File: config.mk
export PLATFORM = sky130hd
export DESIGN_NAME = wm_cycle_controller
export DESIGN_NICKNAME = d
export VERILOG_FILES = /design/src/rtl/wm_pkg.sv /design/src/rtl/wm_phase_timer.sv /design/src/rtl/wm_cycle_controller.sv
export SDC_FILE = /design/constraint.sdc
export NUM_CORES = 1
export LEC_CHECK = 0
export CAP_MARGIN = 10
export CORE_MARGIN = 10
export CORE_UTILIZATION = 50
export DETAILED_ROUTE_END_ITERATION = 8
export HOLD_SLACK_MARGIN = 0.03
export PLACE_DENSITY = 0.83
export SYNTH_ARGS = -nofsm -noshare
export SYNTH_HDL_FRONTEND = slang
export SYNTH_SLANG_ARGS = --single-unit
File: constraint.sdc
create_clock -name clk -period 3.8 [get_ports clk]
set_clock_uncertainty 0.15 [all_clocks]
set_input_delay 0.76 -clock clk [delete_from_list [all_inputs] [get_ports clk]]
set_output_delay 0.76 -clock clk [all_outputs]
set_load 0.03 [all_outputs]
File: src/rtl/wm_pkg.sv
// wm_pkg: shared types for the wash-cycle controller.
//   wm_state_t    - 4-bit state code, IDLE = 0 (also exported on the debug port)
//   wm_act_t      - actuator drive bundle
//   WM_ACT_DECODE - Moore output decode, indexed by state code
//   is_phase      - states that run a timed phase and may be paused by the door
//   uses_timer    - states whose duration comes from the phase timer
package wm_pkg;

    typedef enum logic [3:0] {
        ST_IDLE        = 4'd0,
        ST_FILL        = 4'd1,
        ST_WASH        = 4'd2,
        ST_RINSE       = 4'd3,
        ST_DRAIN       = 4'd4,
        ST_SPIN        = 4'd5,
        ST_HOLD        = 4'd6,
        ST_ABORT_DRAIN = 4'd7,
        ST_DONE        = 4'd8
    } wm_state_t;

    // Field order matters for the decode table below.
    typedef struct packed {
        logic water_fill;
        logic agitator;
        logic motor;
        logic pump;
        logic speed;
        logic door_lock;
    } wm_act_t;

    // Bits: water_fill, agitator, motor, pump, speed, door_lock.
    // Unused codes decode to everything off.
    localparam wm_act_t WM_ACT_DECODE [0:15] = '{
        6'b000000,  // IDLE
        6'b100001,  // FILL
        6'b011001,  // WASH
        6'b011001,  // RINSE
        6'b000101,  // DRAIN
        6'b001011,  // SPIN
        6'b000000,  // HOLD: door may be open, so everything is released
        6'b000101,  // ABORT_DRAIN
        6'b000000,  // DONE
        6'b000000,
        6'b000000,
        6'b000000,
        6'b000000,
        6'b000000,
        6'b000000,
        6'b000000
    };

    function automatic logic is_phase(input wm_state_t s);
        return (s == ST_FILL) || (s == ST_WASH) || (s == ST_RINSE) ||
               (s == ST_DRAIN) || (s == ST_SPIN);
    endfunction

    function automatic logic uses_timer(input wm_state_t s);
        return is_phase(s) || (s == ST_ABORT_DRAIN);
    endfunction

endpackage

File: src/rtl/wm_phase_timer.sv
// wm_phase_timer: phase down-counter.
//   clk, rst  - clock, asynchronous active-high reset (count -> 0)
//   load      - load load_val (takes priority over en)
//   load_val  - DUR-1 of the phase being entered
//   en        - count down by one; holds at zero
//   count     - current remaining count
//   expired   - count is zero (the current cycle is the phase's last)
module wm_phase_timer #(
    parameter int CNT_W = 16
) (
    input  logic             clk,
    input  logic             rst,
    input  logic             load,
    input  logic [CNT_W-1:0] load_val,
    input  logic             en,
    output logic [CNT_W-1:0] count,
    output logic             expired
);

    always_ff @(posedge clk or posedge rst) begin
        if (rst) begin
            count <= '0;
        end else if (load) begin
            count <= load_val;
        end else if (en && (count != '0)) begin
            count <= count - 1'b1;
        end
    end

    assign expired = (count == '0);

endmodule

File: src/rtl/wm_cycle_controller.sv
// wm_cycle_controller: wash-cycle sequencer with internal phase timers,
// programmable rinse passes, door pause/resume and an abort drain.
//   clk, rst     - clock, asynchronous active-high reset
//   start        - level; starts a cycle when sampled high in IDLE
//   abort        - level; cancels a running cycle through ABORT_DRAIN
//   door         - 1 = door open; pauses a running phase into HOLD
//   rinse_count  - rinse passes after wash, latched at start
//   water_fill, agitator, motor, pump, speed - actuator drives
//   door_lock    - door interlock solenoid
//   busy         - state is not IDLE
//   done         - one-cycle pulse on normal completion (DONE state)
//   state        - current state code for debug
module wm_cycle_controller
    import wm_pkg::*;
#(
    parameter int FILL_CYC  = 8,
    parameter int WASH_CYC  = 16,
    parameter int RINSE_CYC = 12,
    parameter int DRAIN_CYC = 6,
    parameter int SPIN_CYC  = 10,
    parameter int CNT_W     = 16,
    parameter int RINSE_W   = 2
) (
    input  logic               clk,
    input  logic               rst,
    input  logic               start,
    input  logic               abort,
    input  logic               door,
    input  logic [RINSE_W-1:0] rinse_count,
    output logic               water_fill,
    output logic               agitator,
    output logic               motor,
    output logic               pump,
    output logic               speed,
    output logic               door_lock,
    output logic               busy,
    output logic               done,
    output logic [3:0]         state
);

    wm_state_t          state_q;
    wm_state_t          state_d;
    wm_state_t          saved_q;     // phase to return to after HOLD
    logic [RINSE_W-1:0] rinse_left_q;
    logic               wash_done_q; // distinguishes first FILL from rinse FILLs

    logic               tmr_load;
    logic [CNT_W-1:0]   tmr_load_val;
    logic               tmr_en;
    logic [CNT_W-1:0]   tmr_count;
    logic               tmr_expired;
    logic               resuming;
    wm_act_t            act;

    // ------------------------------------------------------------------
    // State register and per-cycle bookkeeping
    // ------------------------------------------------------------------
    always_ff @(posedge clk or posedge rst) begin
        if (rst) begin
            state_q      <= ST_IDLE;
            saved_q      <= ST_IDLE;
            rinse_left_q <= '0;
            wash_done_q  <= 1'b0;
        end else begin
            state_q <= state_d;
            if (state_q == ST_IDLE && state_d == ST_FILL) begin
                rinse_left_q <= rinse_count;
                wash_done_q  <= 1'b0;
            end
            if (state_q == ST_WASH && state_d == ST_DRAIN) begin
                wash_done_q <= 1'b1;
            end
            if (state_q == ST_DRAIN && state_d == ST_FILL) begin
                rinse_left_q <= rinse_left_q - 1'b1;
            end
            if (is_phase(state_q) && state_d == ST_HOLD) begin
                saved_q <= state_q;
            end
        end
    end

    // ------------------------------------------------------------------
    // Next-state logic. Priority: abort > door > timer expiry.
    // ------------------------------------------------------------------
    always_comb begin
        state_d = state_q;
        case (state_q)
            ST_IDLE: begin
                if (start) state_d = ST_FILL;
            end
            ST_DONE: begin
                state_d = ST_IDLE;
            end
            ST_ABORT_DRAIN: begin
                // door is deliberately ignored while draining after abort
                if (tmr_expired) state_d = ST_IDLE;
            end
            ST_HOLD: begin
                if (abort)      state_d = ST_ABORT_DRAIN;
                else if (!door) state_d = saved_q;
            end
            ST_FILL, ST_WASH, ST_RINSE, ST_DRAIN, ST_SPIN: begin
                if (abort) begin
                    state_d = ST_ABORT_DRAIN;
                end else if (door) begin
                    state_d = ST_HOLD;
                end else if (tmr_expired) begin
                    case (state_q)
                        ST_FILL:  state_d = wash_done_q ? ST_RINSE : ST_WASH;
                        ST_WASH:  state_d = ST_DRAIN;
                        ST_RINSE: state_d = ST_DRAIN;
                        ST_DRAIN: state_d = (rinse_left_q == '0) ? ST_SPIN : ST_FILL;
                        default:  state_d = ST_DONE;  // ST_SPIN
                    endcase
                end
            end
            default: begin
                state_d = ST_IDLE;
            end
        endcase
    end

    // ------------------------------------------------------------------
    // Phase timer control. A fresh duration is loaded on entry to any timed
    // state, except when returning from HOLD where the paused count is kept.
    // ------------------------------------------------------------------
    assign resuming = (state_q == ST_HOLD) && (state_d == saved_q);
    assign tmr_load = uses_timer(state_d) && (state_d != state_q) && !resuming;
    assign tmr_en   = uses_timer(state_q);

    always_comb begin
        tmr_load_val = '0;
        case (state_d)
            ST_FILL:        tmr_load_val = CNT_W'(FILL_CYC - 1);
            ST_WASH:        tmr_load_val = CNT_W'(WASH_CYC - 1);
            ST_RINSE:       tmr_load_val = CNT_W'(RINSE_CYC - 1);
            ST_DRAIN:       tmr_load_val = CNT_W'(DRAIN_CYC - 1);
            ST_ABORT_DRAIN: tmr_load_val = CNT_W'(DRAIN_CYC - 1);
            ST_SPIN:        tmr_load_val = CNT_W'(SPIN_CYC - 1);
            default:        tmr_load_val = '0;
        endcase
    end

    wm_phase_timer #(
        .CNT_W (CNT_W)
    ) u_timer (
        .clk      (clk),
        .rst      (rst),
        .load     (tmr_load),
        .load_val (tmr_load_val),
        .en       (tmr_en),
        .count    (tmr_count),
        .expired  (tmr_expired)
    );

    // ------------------------------------------------------------------
    // Moore outputs decoded from the state register only
    // ------------------------------------------------------------------
    always_comb begin
        act        = WM_ACT_DECODE[state_q];
        water_fill = act.water_fill;
        agitator   = act.agitator;
        motor      = act.motor;
        pump       = act.pump;
        speed      = act.speed;
        door_lock  = act.door_lock;
        busy       = (state_q != ST_IDLE);
        done       = (state_q == ST_DONE);
        state      = state_q;
    end

endmodule

# Word level (Yosys, flattened, before mapping)
# Memories as Yosys holds them, arrays and structs flattened.
# Index checks and enable logic that the tools add are counted.
[op_classes]
addsub = 2
n_lt_le_gt_ge = 1
n_eq_ne = 17
mux = 20
n_bitwise = 1
n_reduce_logical = 30
[op_table]
columns = ["op", "count"]
rows = [
  ["$eq 4x3->1 const B", 8],
  ["$mux 16", 2],
  ["$mux 4", 7],
  ["$pmux 4 s5", 1],
  ["$eq 4x2->1 const B", 4],
  ["$logic_not 16->1", 1],
  ["$pmux 4 s4", 1],
  ["$reduce_bool 16->1", 1],
  ["$sub 16x1->16 const B", 1],
  ["$mux 6", 2],
  ["$pmux 4 s3", 1],
  ["$logic_or 1x1->1", 10],
  ["$eq 4x1->1 const B", 2],
  ["$logic_and 1x1->1", 8],
  ["$reduce_bool 2->1", 3],
  ["$ge 5x5->1 const B", 1],
  ["$not 4->5", 1],
  ["$reduce_or 5->1", 1],
  ["$eq 4x4->1", 1],
  ["$eq 4x4->1 const B", 1],
  ["$logic_not 4->1", 1],
  ["$mux 2", 2],
  ["$ne 4x4->1", 1],
  ["$reduce_bool 4->1", 1],
  ["6 further kinds", 9],
]
[word_totals]
register_bits = 27
rom_bits = 96
input_bits = 7
out_inout_bits = 12
wordCells = 77
mem_count = 1
[memory_table]
columns = ["name", "words", "word_bits", "rd", "rd_clocked_by_memory_dff", "write_ports", "line_no", "source"]
rows = [
  ["(name not given)", 16, 6, 1, 0, 0, "wm_cycle_controller.sv:160", "act = WM_ACT_DECODE[state_q];"],
]

# Longest topological paths before layout
[depth]
depth_word = 16
ltp_mapped = 12
mapped_depth_nobuf = 10

# By module
# A second synthesis with hierarchy kept.
[unflattened]
cells_unflattened = 262
area_unflattened_um2 = 2144.6
[by_module_without_submodules]
columns = ["mod", "instances", "cells_per_inst", "area_each_um2", "seq_area_each_um2"]
rows = [
  ["wm_cycle_controller", 1, 140, 1109.8, 275.3],
  ["wm_phase_timer", 1, 122, 1034.7, 400.4],
]

# Worst setup path before layout
# No wires, ideal clock.
[synth_timing]
path_kind = "register to register"
start = "register state_q[0] (netlist: state[0])"
end = "register u_timer.count[2]"
setup_time_ns = 0.125
arrival_time_ns = 3.307
t_required_ns = 3.525
path_slack_ns = 0.218
stages_incl_launch_ff = 12
n_path_buf = 1
period_less_slack_ns = 3.582
path_cell_list = "dfrtp_1 inv_1 ha_1 buf_2 a211oi_1 a21oi_1 a221oi_1 o21ai_0 or3_1 and4_1 nor4_4 mux2_4"
[synth_via]
elab_chain_len = 16
word_cells_on_any_way = 46
cone_classes = "eq/ne: 15; mux: 11; reduce/logical: 20"
[synth_lines]
columns = ["element", "line_no", "source"]
rows = [
  ["from (decl)", "wm_cycle_controller.sv:41", "wm_state_t state_q;"],
  ["from (signal assigned)", "wm_cycle_controller.sv:65", "state_q <= state_d;"],
  ["$eq 4x2->1", "wm_pkg.sv:53, wm_cycle_controller.sv:87, wm_cycle_controller.sv:108", ""],
  ["$reduce_or 2->1 (no line)", "n/a", ""],
  ["$pmux 4 s3", "wm_cycle_controller.sv:108", "case (state_q)"],
  ["$mux 4", "wm_cycle_controller.sv:107", "end else if (tmr_expired) begin"],
  ["$mux 4", "wm_cycle_controller.sv:105", "end else if (door) begin"],
  ["$mux 4", "wm_cycle_controller.sv:103", "if (abort) begin"],
  ["$pmux 4 s4", "wm_cycle_controller.sv:87", "case (state_q)"],
  ["$eq 4x1->1 / $eq 4x2->1 (equally long branches)", "wm_pkg.sv:53, wm_cycle_controller.sv:133", ""],
  ["$logic_or 1x1->1 (3 in series)", "wm_pkg.sv:53", "return (s == ST_FILL) || (s == ST_WASH) || (s == ST_RINSE) ||"],
  ["$logic_or 1x1->1", "wm_pkg.sv:54", "(s == ST_DRAIN) || (s == ST_SPIN);"],
  ["$logic_or 1x1->1", "wm_pkg.sv:58", "return is_phase(s) || (s == ST_ABORT_DRAIN);"],
  ["$logic_and 1x1->1 (2 in series)", "wm_cycle_controller.sv:128", "assign tmr_load = uses_timer(state_d) && (state_d != state_q) && !resuming;"],
  ["$mux 16 / $reduce_bool 2->1 (equally long branches)", "n/a", ""],
  ["to (signal assigned)", "wm_phase_timer.sv:24", "count <= load_val;"],
  ["to (signal assigned)", "wm_phase_timer.sv:26", "count <= count - 1'b1;"],
  ["to (decl)", "wm_phase_timer.sv:16", "output logic [CNT_W-1:0] count,"],
]
# Parallel ways exist; a longest one is shown, timed or not.
# A chain may end at the register's enable or synchronous reset.

# Worst setup path after layout
[layout_timing]
start = "register state_q[0] (netlist: state[0])"
end = "register u_timer.count[3]"
# The elaborated chain is that of the path after synthesis.

==> results.md <==
- Gr busiest metal: met2
- Fin. Hold Viols: 0
- Hold Path Class: reg -> reg
- FF+latch count, synth: 27
- DR pass1 iterations: 4
- Hold Startpoint: rinse_left_q[0]
- IO Count: 19
- Worst-margin pin slew: 0.992 ns
- Period utilization: 0.939
- Gr ovfl total: 0
- CP Max Fanout: 8
- Routed WL: 4.42 mm
- Fin Hold WS: 0.336 ns
- Status: completed
- Sequential standard cell area: 677 um2
- Via/cell ratio: 5.74
- P&R area growth vs syn: 18.7%
- H-tree levels: 1
- CP Cell Sequence: inv_1 > ha_1 > a211oi_1 > a21oi_1 > a221oi_1 > o21ai_0 > or3_1 > and4_1 > nor4_4 > buf_4 > mux2_4
- Max-Cap Viols: 0
- Vias in the first global route: 1582
- Main synth FF type: dfrtp_1
- Reg-to-reg slack, setup: 0.23 ns
- Site Rows: 22
- Full die area: 0.00677 mm2
- Critical setup path kind: reg -> reg
- Number of synthesized flops with an enable pin: 0
- Met2 usage: 0.214
- WP data arrival: 3.58 ns
- Die X: 82.3 um
- Post-synthesis sequential area ratio: 0.349
- Start of the worst register-to-register path: state[0]
- Starting Density: 0.522
- Grt met1 use: 0.181
- Via count: 1683
- Drt wl/cell: 15.1 um
- CP required: 3.81 ns
- Final Setup Violations: 0
- Hold path cells: 1
- Top cells by area, synth: dfrtp_1 35%, nor2_1 5.6%, xnor2_1 5.0%, ha_1 4.5%, nand2_1 3.1%
- CTS Sinks: 27
- Shortest period the worst path allows: 3.57 ns
- Worst-path clk slew: 0.09 ns
- Clk Latency, worst-skew pair: 0.28 ns
- Mapped Nets: 230
- Die Y: 82.3 um
- Routability cong.: 0.884
- CP peak stage delay: 0.47 ns
- R2r worst-path depth: 11
- Mapped cell area: 0.00194 mm2
- Clock Tree Buf Depth: 2
- Antenna fix cells: 0
- DRC errors left: 0
- Largest net degree at the start of global routing: 28
- Syn Inst Count: 216
- Final Max Slew Viols: 0
- Layout cells sized above 1: 0.143
- Slew HR: 0.338
- Post-synth top cells: 29 x nor2_1, 27 x dfrtp_1, 16 x nand2_1
- F_max: 280 MHz
- Num CTS Buffers: 3
- Yosys warnings: 0
- Avg Cell Area, Syn: 8.97 um2
- Fill cell count: 328
- CP Capture Type: register
- Initial antenna violation count: 0
- GRT Total Usage: 0.134
- Antenna Nets Post-Route: 0
- CORE AREA: 0.00372 mm2
- Worst hold endpoint: rinse_left_q[0]
- Crit start category: register
- Port buffer count: 18
- Share of the synthesized area in the top cell type: 0.349
- Asr flop ratio synth: 1.00
- Total Nets Final: 260
- First-pass GRT wire length: 7.28 mm
- TritonCTS clock tree: built
- Synth unique cells: 54
- Largest area contributor in the netlist: dfrtp_1
- Met3 Resource Use GR: 0.0259
- Root buffer cell: clkbuf_8
- Cell with the most instances after synthesis: nor2_1
- Crit-path slowest cell: dfrtp_2
- Cts hold-fix bufs: 0
- Initial DRC count: 151
- Multi-input gate area: 0.00118 mm2
- Capturing point of the worst reg2reg path: u_timer.count[3]
- Post-DP HPWL: 3.34 mm
logic make-up (layout without fill, tap and decap cells):
family                     Yosys count  count (layout)  synth area share
DFF                                 27              27             0.349
buffers and inverters               19              48            0.0413
and+or+nand+nor                     96              96             0.278
adders and majority gates            7               7            0.0452
AOI/OAI and AO/OA                   43              43             0.164
muxes                                7               7            0.0426
xor gates and xnor gates            17              17            0.0807
state kept, by name (all words and copies together), names as in the netlist:
signal         cells
u_timer.count     16
wash_done_q        1
rinse_left_q       2
state              4
saved_q            4
per-layer routing:
metal  share of wire  wire length, um
met5               0                0
met4          0.0043               19
met3           0.047              207
met2            0.47             2070
met1            0.48             2120
worst max-delay path, delay by kind of cell (launching register included):
| family | cells | cell delay (ns) |
|---|---|---|
| AND/OR/NAND/NOR | 3 | 0.91 |
| flip-flops | 1 | 0.47 |
| AO/OA/AOI/OAI | 4 | 0.93 |
| multiplexers | 1 | 0.30 |
| buffers and inverters | 2 | 0.36 |
| adder cells (fa/ha/maj) | 1 | 0.33 |
layout by cell type (no fill, tap or decap), types with 3 or more instances in the layout:
| cell | instances |
|---|---|
| nand3b_1 | 4 |
| a21oi_1 | 10 |
| or4_1 | 3 |
| a211oi_1 | 3 |
| nor3_1 | 10 |
| nor2b_1 | 3 |
| ha_1 | 7 |
| and2_1 | 3 |
| buf_4 | 15 |
| nor2_1 | 29 |
| o21ai_0 | 4 |
| mux2i_1 | 3 |
| inv_1 | 11 |
| clkbuf_8 | 3 |
| xor2_1 | 5 |
| nand2_1 | 16 |
| nand2b_1 | 3 |
| dfrtp_1 | 26 |
| o31ai_1 | 4 |
| xnor2_1 | 11 |
| clkdlybuf4s50_1 | 18 |
| a31oi_1 | 4 |
| nand4b_1 | 4 |
| or3_1 | 4 |
| nand3_1 | 3 |
final cells by class:
class,count,area share
clock buffer,3,0.0180
inverter,11,0.0180
multi-input combinational,170,0.514
sequential,27,0.294
clock inverter,1,0.00218
tap,48,0.0261
timing repair buffer,33,0.127
worst max-delay path by stage:
stage	start	endpoint	slack [ns]
floorplan	state[0]	u_timer.count[2]	0.22
global placement	door	saved_q[2]	0.18
detailed placement	door	saved_q[2]	0.15
CTS	state[0]	u_timer.count[1]	0.23
global route	state[0]	u_timer.count[3]	-0.01
finish	state[0]	u_timer.count[3]	0.23
what timing repair did:
item	4_1_cts	5_1_grt
endpoints found under the setup margin	0	13
setup buffers	0	3
resized for setup	0	1
per-stage QoR:
step	util	worst slack, ns	instances	instance area (um2)	TNS (ns)
5_1_grt	0.619	-0.0107	293	2300	-0.0107
2_1_floorplan	-	0.218	216	1940	0
3_3_place_gp	0.600	0.179	286	2230	0
6_report	0.619	0.230	293	2300	0
3_5_place_dp	0.600	0.148	286	2230	0
4_1_cts	0.612	0.232	290	2280	0
Power is not shown: default switching activity piles up to over one toggle a cycle in this logic, so the estimate is an artifact.
